--- src/rtl/sdram_arbiter_if.sv ---
// Avalon-MM bundle between two requesters, the arbiter and the shared SDRAM slave port.
// The arbiter uses the slave modport; the requester/SDRAM side uses the master modport.
interface sdram_arbiter_if #(
  parameter int unsigned ADDR_W = 32,
  parameter int unsigned DATA_W = 32
);
  logic [ADDR_W-1:0] m0_address;
  logic              m0_read;
  logic              m0_write;
  logic [DATA_W-1:0] m0_writedata;
  logic              m0_waitrequest;
  logic [DATA_W-1:0] m0_readdata;
  logic              m0_readdatavalid;

  logic [ADDR_W-1:0] m1_address;
  logic              m1_read;
  logic              m1_write;
  logic [DATA_W-1:0] m1_writedata;
  logic              m1_waitrequest;
  logic [DATA_W-1:0] m1_readdata;
  logic              m1_readdatavalid;

  logic [ADDR_W-1:0] s_address;
  logic              s_read;
  logic              s_write;
  logic [DATA_W-1:0] s_writedata;
  logic              s_waitrequest;
  logic [DATA_W-1:0] s_readdata;
  logic              s_readdatavalid;

  modport slave (
    input  m0_address, m0_read, m0_write, m0_writedata,
    input  m1_address, m1_read, m1_write, m1_writedata,
    input  s_waitrequest, s_readdata, s_readdatavalid,
    output m0_waitrequest, m0_readdata, m0_readdatavalid,
    output m1_waitrequest, m1_readdata, m1_readdatavalid,
    output s_address, s_read, s_write, s_writedata
  );

  modport master (
    output m0_address, m0_read, m0_write, m0_writedata,
    output m1_address, m1_read, m1_write, m1_writedata,
    output s_waitrequest, s_readdata, s_readdatavalid,
    input  m0_waitrequest, m0_readdata, m0_readdatavalid,
    input  m1_waitrequest, m1_readdata, m1_readdatavalid,
    input  s_address, s_read, s_write, s_writedata
  );
endinterface

--- src/rtl/sdram_arbiter.sv ---
// Round-robin arbiter sharing one SDRAM Avalon-MM slave port between two requesters,
// one transaction (write, or read plus its data return) in flight at a time.
module sdram_arbiter (
  input  logic                clk,
  input  logic                rst,
  sdram_arbiter_if.slave      bus,
  output logic [1:0]          grant,
  output logic                busy
);

  typedef enum logic [1:0] {StArb, StXfer, StRdWait} state_e;

  state_e state_q, state_d;
  logic   owner_q, owner_d;
  logic   last_q, last_d;
  logic   req0, req1;
  logic   own_read, own_write;

  always_ff @(posedge clk) begin
    if (rst) begin
      state_q <= StArb;
      owner_q <= 1'b0;
      last_q  <= 1'b1;
    end else begin
      state_q <= state_d;
      owner_q <= owner_d;
      last_q  <= last_d;
    end
  end

  assign req0      = bus.m0_read | bus.m0_write;
  assign req1      = bus.m1_read | bus.m1_write;
  assign own_read  = owner_q ? bus.m1_read  : bus.m0_read;
  assign own_write = owner_q ? bus.m1_write : bus.m0_write;

  always_comb begin
    state_d              = state_q;
    owner_d              = owner_q;
    last_d               = last_q;
    bus.s_address        = '0;
    bus.s_writedata      = '0;
    bus.s_read           = 1'b0;
    bus.s_write          = 1'b0;
    bus.m0_waitrequest   = 1'b1;
    bus.m1_waitrequest   = 1'b1;
    bus.m0_readdatavalid = 1'b0;
    bus.m1_readdatavalid = 1'b0;

    case (state_q)
      StArb: begin
        if (req0 | req1) begin
          // On a tie the requester not served last wins.
          owner_d = (req0 & req1) ? ~last_q : req1;
          state_d = StXfer;
        end
      end
      StXfer: begin
        bus.s_address   = owner_q ? bus.m1_address   : bus.m0_address;
        bus.s_writedata = owner_q ? bus.m1_writedata : bus.m0_writedata;
        bus.s_read      = own_read;
        // Simultaneous read and write is illegal; it is served as a read.
        bus.s_write     = own_write & ~own_read;
        if (owner_q) bus.m1_waitrequest = bus.s_waitrequest;
        else         bus.m0_waitrequest = bus.s_waitrequest;
        if (bus.s_read && !bus.s_waitrequest) begin
          state_d = StRdWait;
        end else if (bus.s_write && !bus.s_waitrequest) begin
          last_d  = owner_q;
          state_d = StArb;
        end else if (!own_read && !own_write) begin
          state_d = StArb;
        end
      end
      StRdWait: begin
        if (bus.s_readdatavalid) begin
          bus.m0_readdatavalid = ~owner_q;
          bus.m1_readdatavalid = owner_q;
          last_d               = owner_q;
          state_d              = StArb;
        end
      end
      default: state_d = StArb;
    endcase
  end

  assign bus.m0_readdata = bus.s_readdata;
  assign bus.m1_readdata = bus.s_readdata;

  assign busy  = (state_q != StArb);
  assign grant = (state_q == StArb) ? 2'b00 : (owner_q ? 2'b10 : 2'b01);

endmodule

--- src/flat_wrapper.sv ---
// flat-port wrapper written by rule: the top's interface ports become plain ports
module sdram_arbiter_flat 
  (clk, rst, grant, busy, bus_m0_address, bus_m0_read, bus_m0_write, bus_m0_writedata, bus_m1_address, bus_m1_read, bus_m1_write, bus_m1_writedata, bus_s_waitrequest, bus_s_readdata, bus_s_readdatavalid, bus_m0_waitrequest, bus_m0_readdata, bus_m0_readdatavalid, bus_m1_waitrequest, bus_m1_readdata, bus_m1_readdatavalid, bus_s_address, bus_s_read, bus_s_write, bus_s_writedata);
  sdram_arbiter_if #(.ADDR_W(32), .DATA_W(32)) bus_i ();
  input  logic clk;
  input  logic rst;
  output logic [1:0] grant;
  output logic busy;
  input wire logic [$bits(bus_i.m0_address)-1:0] bus_m0_address;
  input wire logic [$bits(bus_i.m0_read)-1:0] bus_m0_read;
  input wire logic [$bits(bus_i.m0_write)-1:0] bus_m0_write;
  input wire logic [$bits(bus_i.m0_writedata)-1:0] bus_m0_writedata;
  input wire logic [$bits(bus_i.m1_address)-1:0] bus_m1_address;
  input wire logic [$bits(bus_i.m1_read)-1:0] bus_m1_read;
  input wire logic [$bits(bus_i.m1_write)-1:0] bus_m1_write;
  input wire logic [$bits(bus_i.m1_writedata)-1:0] bus_m1_writedata;
  input wire logic [$bits(bus_i.s_waitrequest)-1:0] bus_s_waitrequest;
  input wire logic [$bits(bus_i.s_readdata)-1:0] bus_s_readdata;
  input wire logic [$bits(bus_i.s_readdatavalid)-1:0] bus_s_readdatavalid;
  output wire logic [$bits(bus_i.m0_waitrequest)-1:0] bus_m0_waitrequest;
  output wire logic [$bits(bus_i.m0_readdata)-1:0] bus_m0_readdata;
  output wire logic [$bits(bus_i.m0_readdatavalid)-1:0] bus_m0_readdatavalid;
  output wire logic [$bits(bus_i.m1_waitrequest)-1:0] bus_m1_waitrequest;
  output wire logic [$bits(bus_i.m1_readdata)-1:0] bus_m1_readdata;
  output wire logic [$bits(bus_i.m1_readdatavalid)-1:0] bus_m1_readdatavalid;
  output wire logic [$bits(bus_i.s_address)-1:0] bus_s_address;
  output wire logic [$bits(bus_i.s_read)-1:0] bus_s_read;
  output wire logic [$bits(bus_i.s_write)-1:0] bus_s_write;
  output wire logic [$bits(bus_i.s_writedata)-1:0] bus_s_writedata;
  assign bus_i.m0_address = bus_m0_address;
  assign bus_i.m0_read = bus_m0_read;
  assign bus_i.m0_write = bus_m0_write;
  assign bus_i.m0_writedata = bus_m0_writedata;
  assign bus_i.m1_address = bus_m1_address;
  assign bus_i.m1_read = bus_m1_read;
  assign bus_i.m1_write = bus_m1_write;
  assign bus_i.m1_writedata = bus_m1_writedata;
  assign bus_i.s_waitrequest = bus_s_waitrequest;
  assign bus_i.s_readdata = bus_s_readdata;
  assign bus_i.s_readdatavalid = bus_s_readdatavalid;
  assign bus_m0_waitrequest = bus_i.m0_waitrequest;
  assign bus_m0_readdata = bus_i.m0_readdata;
  assign bus_m0_readdatavalid = bus_i.m0_readdatavalid;
  assign bus_m1_waitrequest = bus_i.m1_waitrequest;
  assign bus_m1_readdata = bus_i.m1_readdata;
  assign bus_m1_readdatavalid = bus_i.m1_readdatavalid;
  assign bus_s_address = bus_i.s_address;
  assign bus_s_read = bus_i.s_read;
  assign bus_s_write = bus_i.s_write;
  assign bus_s_writedata = bus_i.s_writedata;
  sdram_arbiter u_core (.clk(clk), .rst(rst), .bus(bus_i), .grant(grant), .busy(busy));
endmodule
--- config.mk ---
export PLATFORM = sky130hd
export DESIGN_NAME = sdram_arbiter_flat
export DESIGN_NICKNAME = d
export VERILOG_FILES = /design/src/rtl/sdram_arbiter_if.sv /design/src/rtl/sdram_arbiter.sv /design/src/flat_wrapper.sv
export SDC_FILE = /design/constraint.sdc
export NUM_CORES = 1
export LEC_CHECK = 0
export ABC_AREA = 0
export BUFFER_PORTS_ARGS = -buffer_cell sky130_fd_sc_hd__buf_2
export CAP_MARGIN = 20
export CORE_AREA = 2 2 118 120
export DETAILED_ROUTE_END_ITERATION = 16
export DIE_AREA = 0 0 120 122
export GPL_TIMING_DRIVEN = 1
export PLACE_DENSITY = 0.53
export SLEW_MARGIN = 20
export SYNTH_ARGS = -nofsm -noshare
export SYNTH_HDL_FRONTEND = slang
export SYNTH_SLANG_ARGS = --single-unit
--- constraint.sdc ---
create_clock -name clk -period 2.9 [get_ports clk]
set_input_delay 0.29 -clock clk [delete_from_list [all_inputs] [get_ports clk]]
set_output_delay 0.29 -clock clk [all_outputs]
set_load 0.005 [all_outputs]
After elaboration in Yosys (flattened, before gate mapping)
Cells that the tools add are included.
Widths: inputs -> output; s select.

storage, ports and cells
  word-level logic and storage cells = 59
  input port bits = 168
  register bits after elaboration = 4
  output and inout bits = 137

operators by class
  eq/ne operators = 7
  bitwise operators = 8
  reductions and logical operators = 12
  multiplexer cells = 29

operators by type and width
  operator            count
  $mux 32             4
  $mux 1              16
  $mux 2              7
  $pmux 2 s3          1
  $ne 2x1->1 const B  2
  $ne 2x2->1 const B  2
  $ne 4x1->1 const B  1
  $reduce_and 4->1    1
  $reduce_bool 2->1   2
  $logic_and 1x1->1   3
  $logic_not 1->1     3
  $not 1->1           3
  $or 1x1->1          3
  $reduce_and 3->1    1
  $and 1x1->1         2
  $eq 2x1->1 const B  1
  $eq 2x2->1 const B  1
  $logic_not 2->1     1
  $pmux 1 s2          1
  $reduce_and 2->1    1

Logic depth before layout (Yosys ltp)
Gate-level depths: netlist of run 1.

  depth in word-level cells = 7
  mapped depth = 5

Least setup slack after synthesis of run 1
No wires, ideal clock.

  path kind = reg2out
  from = register u_core.state_q[1]
  to = output port bus_s_writedata[10]
  slack = 1.593 ns
  cell stages (with the launch flop) = 6
  required time = 2.610 ns
  path buffers = 3
  arrival time = 1.017 ns
  cells stage by stage = dfxtp_1 > nand2b_1 > buf_6 > buf_2 > buf_2 > nor2_1

on the way
  cells in the longest elaborated chain, start to end = 2

ends and longest elaborated chain
  item                    RTL line             text
  from (decl)             sdram_arbiter.sv:13  state_e state_q, state_d;
  from (signal assigned)  sdram_arbiter.sv:21  state_q <= StArb;
  from (signal assigned)  sdram_arbiter.sv:25  state_q <= state_d;
  $eq 2x1->1              sdram_arbiter.sv:49  case (state_q)
  $mux 32                 sdram_arbiter.sv:49
  to (decl)               flat_wrapper.sv:29   output wire logic [$bits(bus_i.s_writedata)-1:0] bus_s_writedata;

No other way between the ends.

Worst setup path after layout of run 1
  from = register u_core.owner_q
  to = output port bus_s_writedata[9]

on the way
  cells in the longest elaborated chain, start to end = 2

ends and longest elaborated chain
  item                    RTL line             text
  from (decl)             sdram_arbiter.sv:14  logic owner_q, owner_d;
  from (signal assigned)  sdram_arbiter.sv:26  owner_q <= owner_d;
  $mux 32                 sdram_arbiter.sv:59  bus.s_writedata = owner_q ? bus.m1_writedata : bus.m0_writedata;
  $mux 32                 sdram_arbiter.sv:49

No other way between the ends.

==> impl_metrics.ini, run 1 <==
[final_layout]
final_nets = 551
instances_no_fill = 562
n_antenna_cell = 0
area_growth_pct = 48.8
drive_above_1_share = 0.565

[clocking]
numCtsBuffers = 3
cts.repair.resized = 0
h-tree-depth = 1
cts_tree = built
cts_hold_buf = 0
cts-root-buf = clkbuf_16
clk_path_buf_depth = 2
cts_setup_buffers = 0
clkTransAtPathRegs_ps = 30
clk_latency_ps = 220
cts_sinks = 4

[global_route]
grt_pass1_wl_mm = 8.26
grt_pass1_vias = 1893
grt_start_max_net_pins = 43
grt-ovfl-total = 0
antenna_found_initial = 0
grt_usage = 0.0680

[die]
die_h_um = 122
coreArea_mm2 = 0.0135
dieArea_mm2 = 0.0146
die_w_um = 120
io_pins = 305
rows = 43
start_util = 0.127

[detailed_routing]
vias_per_cell = 3.60
drt_iter0_drc = 64
drc = 0
dr.pass1.iters = 4
vias = 2024
wire_per_inst_um = 10.5
wirelength_mm = 5.90
final_antenna_net_count = 0

[synthesis]
syn_avg_cell_area_um2 = 6.94
syn_inst = 247
yosysUniqueCellTypes = 22
syn_nets = 415
netlist_area_mm2 = 0.00171
yosysSeqAreaShare = 0.0467
ys_ff_latch = 4
yosysWarningCount = 0

[critical_path]
worst-r2r-setup-slack_ps = 1270
cp_slowest_cell = dfxtp_4
r2r-end = u_core.last_q
crit_chain = buf_4, mux2i_1, nor2_1, buf_2
critPathArrivalTime_ps = 1640
crit_required_ps = 2610
setup.worst_path.start = u_core.owner_q
crit_path_end = bus_s_writedata[9]
max_stage_delay_ps = 610
cp-end-kind = primary output
cp.depth = 4
startpoint_type = register
r2r-start = u_core.state_q[1]
cp_max_fo = 30
path_buf_inv = 2
ff2ff_path_depth = 3
worst-setup-path-type = register to primary output
critical_path.top_delay_family = flip-flops

[sta]
slew_headroom = 0.585
post-route-min-period_ps = 1930
fin_setup_tns_ps = 0
hold_viol = 0
finalClockSkew_ps = 4.17
holdWs_ps = 280
rsz0062_at_grt = no
final-setup-viol-count = 0
max_slew.worst_pin.slew_ps = 623
maxSlewViolCount = 0
fin_crit_sh = 0.664
fmax_ghz = 0.519

[placement]
dpl.hpwl_mm = 5.04
dp.cells = 558
gp_congestion = 0.730
io_buffers = 208

[run]
maxCapViolations = 0

[min_path]
hp-class = primary input to register

[power_and_ir_drop]
p_leak_uw = 0.00133
power.density_mw_per_mm2 = 261
peakVddDrop_v = 0.000205

[status]
status = finished, final reports clean
-- state kept, by name, summed over array words and instances, names as in the netlist --
name,cells
u_core.state_q,2
u_core.last_q,1
u_core.owner_q,1
-- metrics by stage --
step	utilization	cell area [um^2]	power, uW	setup WS (ps)
2_1_floorplan	-	1710	328	1590
3_3_place_gp	0.183	2470	452	1180
3_5_place_dp	0.183	2470	452	1180
4_1_cts	0.189	2550	676	944
5_1_grt	0.189	2550	717	857
6_report	0.189	2550	666	974
-- logic make-up after synthesis --
| family | Yosys count | synth area share |
|---|---|---|
| simple gates | 83 | 0.191 |
| mux | 65 | 0.380 |
| buf+inv | 83 | 0.335 |
| flops | 4 | 0.0467 |
| compound gates | 12 | 0.0475 |
-- area by class of cell --
class | instances | area [um^2]
clock buffer | 4 | 78.8
fill | 1569 | 11000
inverter | 3 | 11.3
multi-input combinational | 160 | 1060
sequential | 4 | 83.8
tap | 180 | 225
timing repair buffer | 211 | 1090
-- per-layer routing --
layer | GRT usage | vias up | share of wire
met5 | 0 | - | 0
met4 | 0.0228 | 0 | 0.025
met3 | 0.0187 | 20 | 0.10
met2 | 0.137 | 130 | 0.53
met1 | 0.0656 | 853 | 0.34
li1 | - | 1021 | -
-- Yosys cell counts (all sizes together) --
library cell,n,area (um^2)
clkbuf,3,11.3
o21ai,4,20.0
dfxtp,4,80.1
nand4b,1,8.76
mux2i,65,651
nand2,2,7.51
a32oi,1,8.76
o31ai,1,7.51
nor3b,1,7.51
inv,3,11.3
nand2b,1,6.26
o211ai,1,7.51
a211o,1,8.76
nor3,1,5.00
o311a,1,10.0
o41ai,1,8.76
a21oi,2,10.0
buf,77,552
nand3b,1,7.51
nor2,76,285
-- power breakdown --
group	switching [uW]	internal [uW]
Combinational	172	202
Clock	37.4	181
Sequential	14.2	59.2
-- worst min-delay path by stage --
| stage | startpoint | to | cells after the start |
|---|---|---|---|
| finish | rst | u_core.owner_q | 2 |
| global route | rst | u_core.owner_q | 2 |
| CTS | rst | u_core.owner_q | 2 |
| detailed placement | rst | u_core.owner_q | 2 |
| global placement | rst | u_core.owner_q | 2 |
| floorplan | rst | u_core.owner_q | 1 |
-- layout by cell type, fill, tap and decap left out --
cell type / Yosys / layout
nor3_1: 1 / 1
nand3b_1: 1 / 1
clkbuf_16: 0 / 3
dfxtp_4: 0 / 1
nand2_1: 2 / 2
a211o_1: 1 / 1
o311a_1: 1 / 1
dfxtp_1: 4 / 3
o21ai_0: 4 / 4
o41ai_1: 1 / 1
nand2b_2: 0 / 1
o31ai_1: 1 / 1
a21oi_1: 2 / 2
o211ai_1: 1 / 1
a32oi_1: 1 / 1
buf_4: 64 / 1
mux2i_1: 65 / 65
nor3b_1: 1 / 1
inv_1: 3 / 3
nor2_1: 76 / 76
nand4b_1: 1 / 1
clkbuf_1: 3 / 1
buf_12: 0 / 2
buf_2: 12 / 208
-- worst reg2reg max path, cell delays in order (launching register included) --
cell and delay, ps:
dfxtp_1 320, nand2b_2 480, o311a_1 470, a211o_1 260
Note: power is estimated with default switching activity, not from simulation.
==> run 2: changes to the inputs <==
- clock period: 2.9 -> 1.85 ns (I/O delays scaled with it)
==> run 2 against run 1 <==
  * Global-route usage shrank 0.087 points
  * Sequential cell count is the same
  * Critical path type unchanged
  * Non-clock buffer count grew 1
  * Critical endpoint is now bus_m1_waitrequest
  * Count of clock-buffer cells in the layout is the same
  * Sequential power grew 38%
  * Combinational power grew 62%
==> impl_metrics.ini, run 2 (same netlist as run 1, synthesis figures left out) <==
[power_and_ir_drop]
p_leak_uw = 0.00134
peakVddDrop_v = 0.000170
power.internal_uw = 701
pwr-share-seq = 0.096
power_frac_clock = 0.331
swShare = 0.337
switching_power_uw = 357
power.density_mw_per_mm2 = 412
comb_power_share = 0.574

[sta]
fin_setup_tns_ps = 0
fin_crit_sh = 0.842
max_slew.worst_pin.slew_ps = 329
finalClockSkew_ps = 2.30
maxSlewViolCount = 0
post-route-min-period_ps = 1560
rsz0062_at_grt = no
final-setup-viol-count = 0
slew_headroom = 0.778
hold_viol = 0
fmax_ghz = 0.642

[clocking]
cts_sinks = 4
clk_latency_ps = 230
cts_tree = built
clkTransAtPathRegs_ps = 30
h-tree-depth = 1
clk_path_buf_depth = 2
cts_setup_buffers = 0
cts-root-buf = clkbuf_16
cts_hold_buf = 0
numCtsBuffers = 3
cts.repair.resized = 0

[status]
status = finished, final reports clean

[final_layout]
n_antenna_cell = 0
mostFrequentLayoutCell = buf_2
final_nets = 552
drive_above_1_share = 0.567
largest_reg_flops = 2
largestRegisters = u_core.state_q: 2 flops, u_core.last_q: 1 flops, u_core.owner_q: 1 flops
area_growth_pct = 49.9
final_util = 0.190
final_cell_mix = buf_2 (208), nor2_1 (76), mux2i_1 (65)
regMostFlops = u_core.state_q

[global_route]
busiest_layer = met2
grt_start_max_net_pins = 42
grt-ovfl-total = 0
grt_pass1_wl_mm = 8.11
grt_pass1_vias = 1791
globalRouteMet2Util = 0.123
antenna_found_initial = 0
grtUsageMet1 = 0.0710
grt_usage = 0.0671
grtUsageMet3 = 0.0197

[detailed_routing]
wirelength_mm = 5.74
final_antenna_net_count = 0
wire_per_inst_um = 10.2
vias_per_cell = 3.58
vias = 2016
drt_iter0_drc = 34
drc = 0
dr.pass1.iters = 4

[critical_path]
cp-end-kind = primary output
critPathArrivalTime_ps = 1370
worst-setup-path-type = register to primary output
crit_required_ps = 1660
worst-r2r-setup-slack_ps = 600
r2r-end = u_core.last_q
setup.worst_path.start = u_core.state_q[1]
crit_chain = nand2b_2, buf_4, nor2_1, nand2_1, buf_2
r2r-start = u_core.state_q[1]
cp_max_fo = 28
max_stage_delay_ps = 320
ff2ff_path_depth = 4
startpoint_type = register
crit_path_end = bus_m1_waitrequest
cp_slowest_cell = dfxtp_1

[die]
rows = 43
die_h_um = 122
die_w_um = 120
coreArea_mm2 = 0.0135
io_pins = 305
dieArea_mm2 = 0.0146
start_util = 0.127

[placement]
gp_congestion = 0.732
io_buffers = 208
dpl.hpwl_mm = 4.94

[min_path]
hp-class = primary input to register

[run]
maxCapViolations = 0
-- run 2: cell types whose count changed in the layout (fill, tap and decap cells not counted) --
cell    previous run  this run
buf_12             2         3
-- run 2: worst min path at each step --
stage	depth (start not counted)	slack, ps	start	to
3_3_place_gp	0	370	bus_s_readdata[26]	bus_m0_readdata[26]
6_report	2	160	rst	u_core.owner_q
3_5_place_dp	0	370	bus_s_readdata[26]	bus_m0_readdata[26]
5_1_grt	2	170	rst	u_core.owner_q
4_1_cts	2	160	rst	u_core.owner_q
2_1_floorplan	1	250	rst	u_core.owner_q
-- run 2: through the flow --
stage / instance area [um^2] / cells / hold WS (ps) / setup WS [ps] / total power [uW]
after floorplan: 1710 / 247 / 254 / 599 / 514
after global placement: 2490 / 559 / 370 / 521 / 718
after detailed placement: 2490 / 559 / 370 / 534 / 719
after CTS: 2570 / 563 / 158 / 290 / 1080
after global routing: 2570 / 563 / 173 / 223 / 1140
final: 2570 / 563 / 165 / 292 / 1060
-- run 2: layout make-up --
cell class              instances  area (um^2)
repair buffers                212         1110
fillers                      1581        10900
well taps                     180          225
inverters                       3         11.3
flip-flops and latches          4         83.8
clock buffers                   4         78.8
multi-input cells             160         1060
-- run 2: power groups by stage --
| stage | clock [uW] | combinational, uW | sequential (uW) |
|---|---|---|---|
| 2_1_floorplan | 0 | 416 | 97.8 |
| 3_3_place_gp | 0 | 616 | 102 |
| 3_5_place_dp | 0 | 617 | 102 |
| 4_1_cts | 358 | 619 | 101 |
| 5_1_grt | 361 | 672 | 102 |
| 6_report | 350 | 607 | 101 |
-- run 2: worst max-delay path, delay by kind of cell, from the launching register on --
family / cells / cell delay (ps)
buffers and inverters: 2 / 370
DFF: 1 / 320
and+or+nand+nor: 3 / 460
-- run 2: metal layers --
layer / part of all wire / vias up / routed length, um
met4: 0.031 / 0 / 178
met3: 0.11 / 23 / 636
met1: 0.35 / 844 / 2000
met2: 0.51 / 126 / 2930
li1: - / 1023 / -
met5: 0 / - / 0
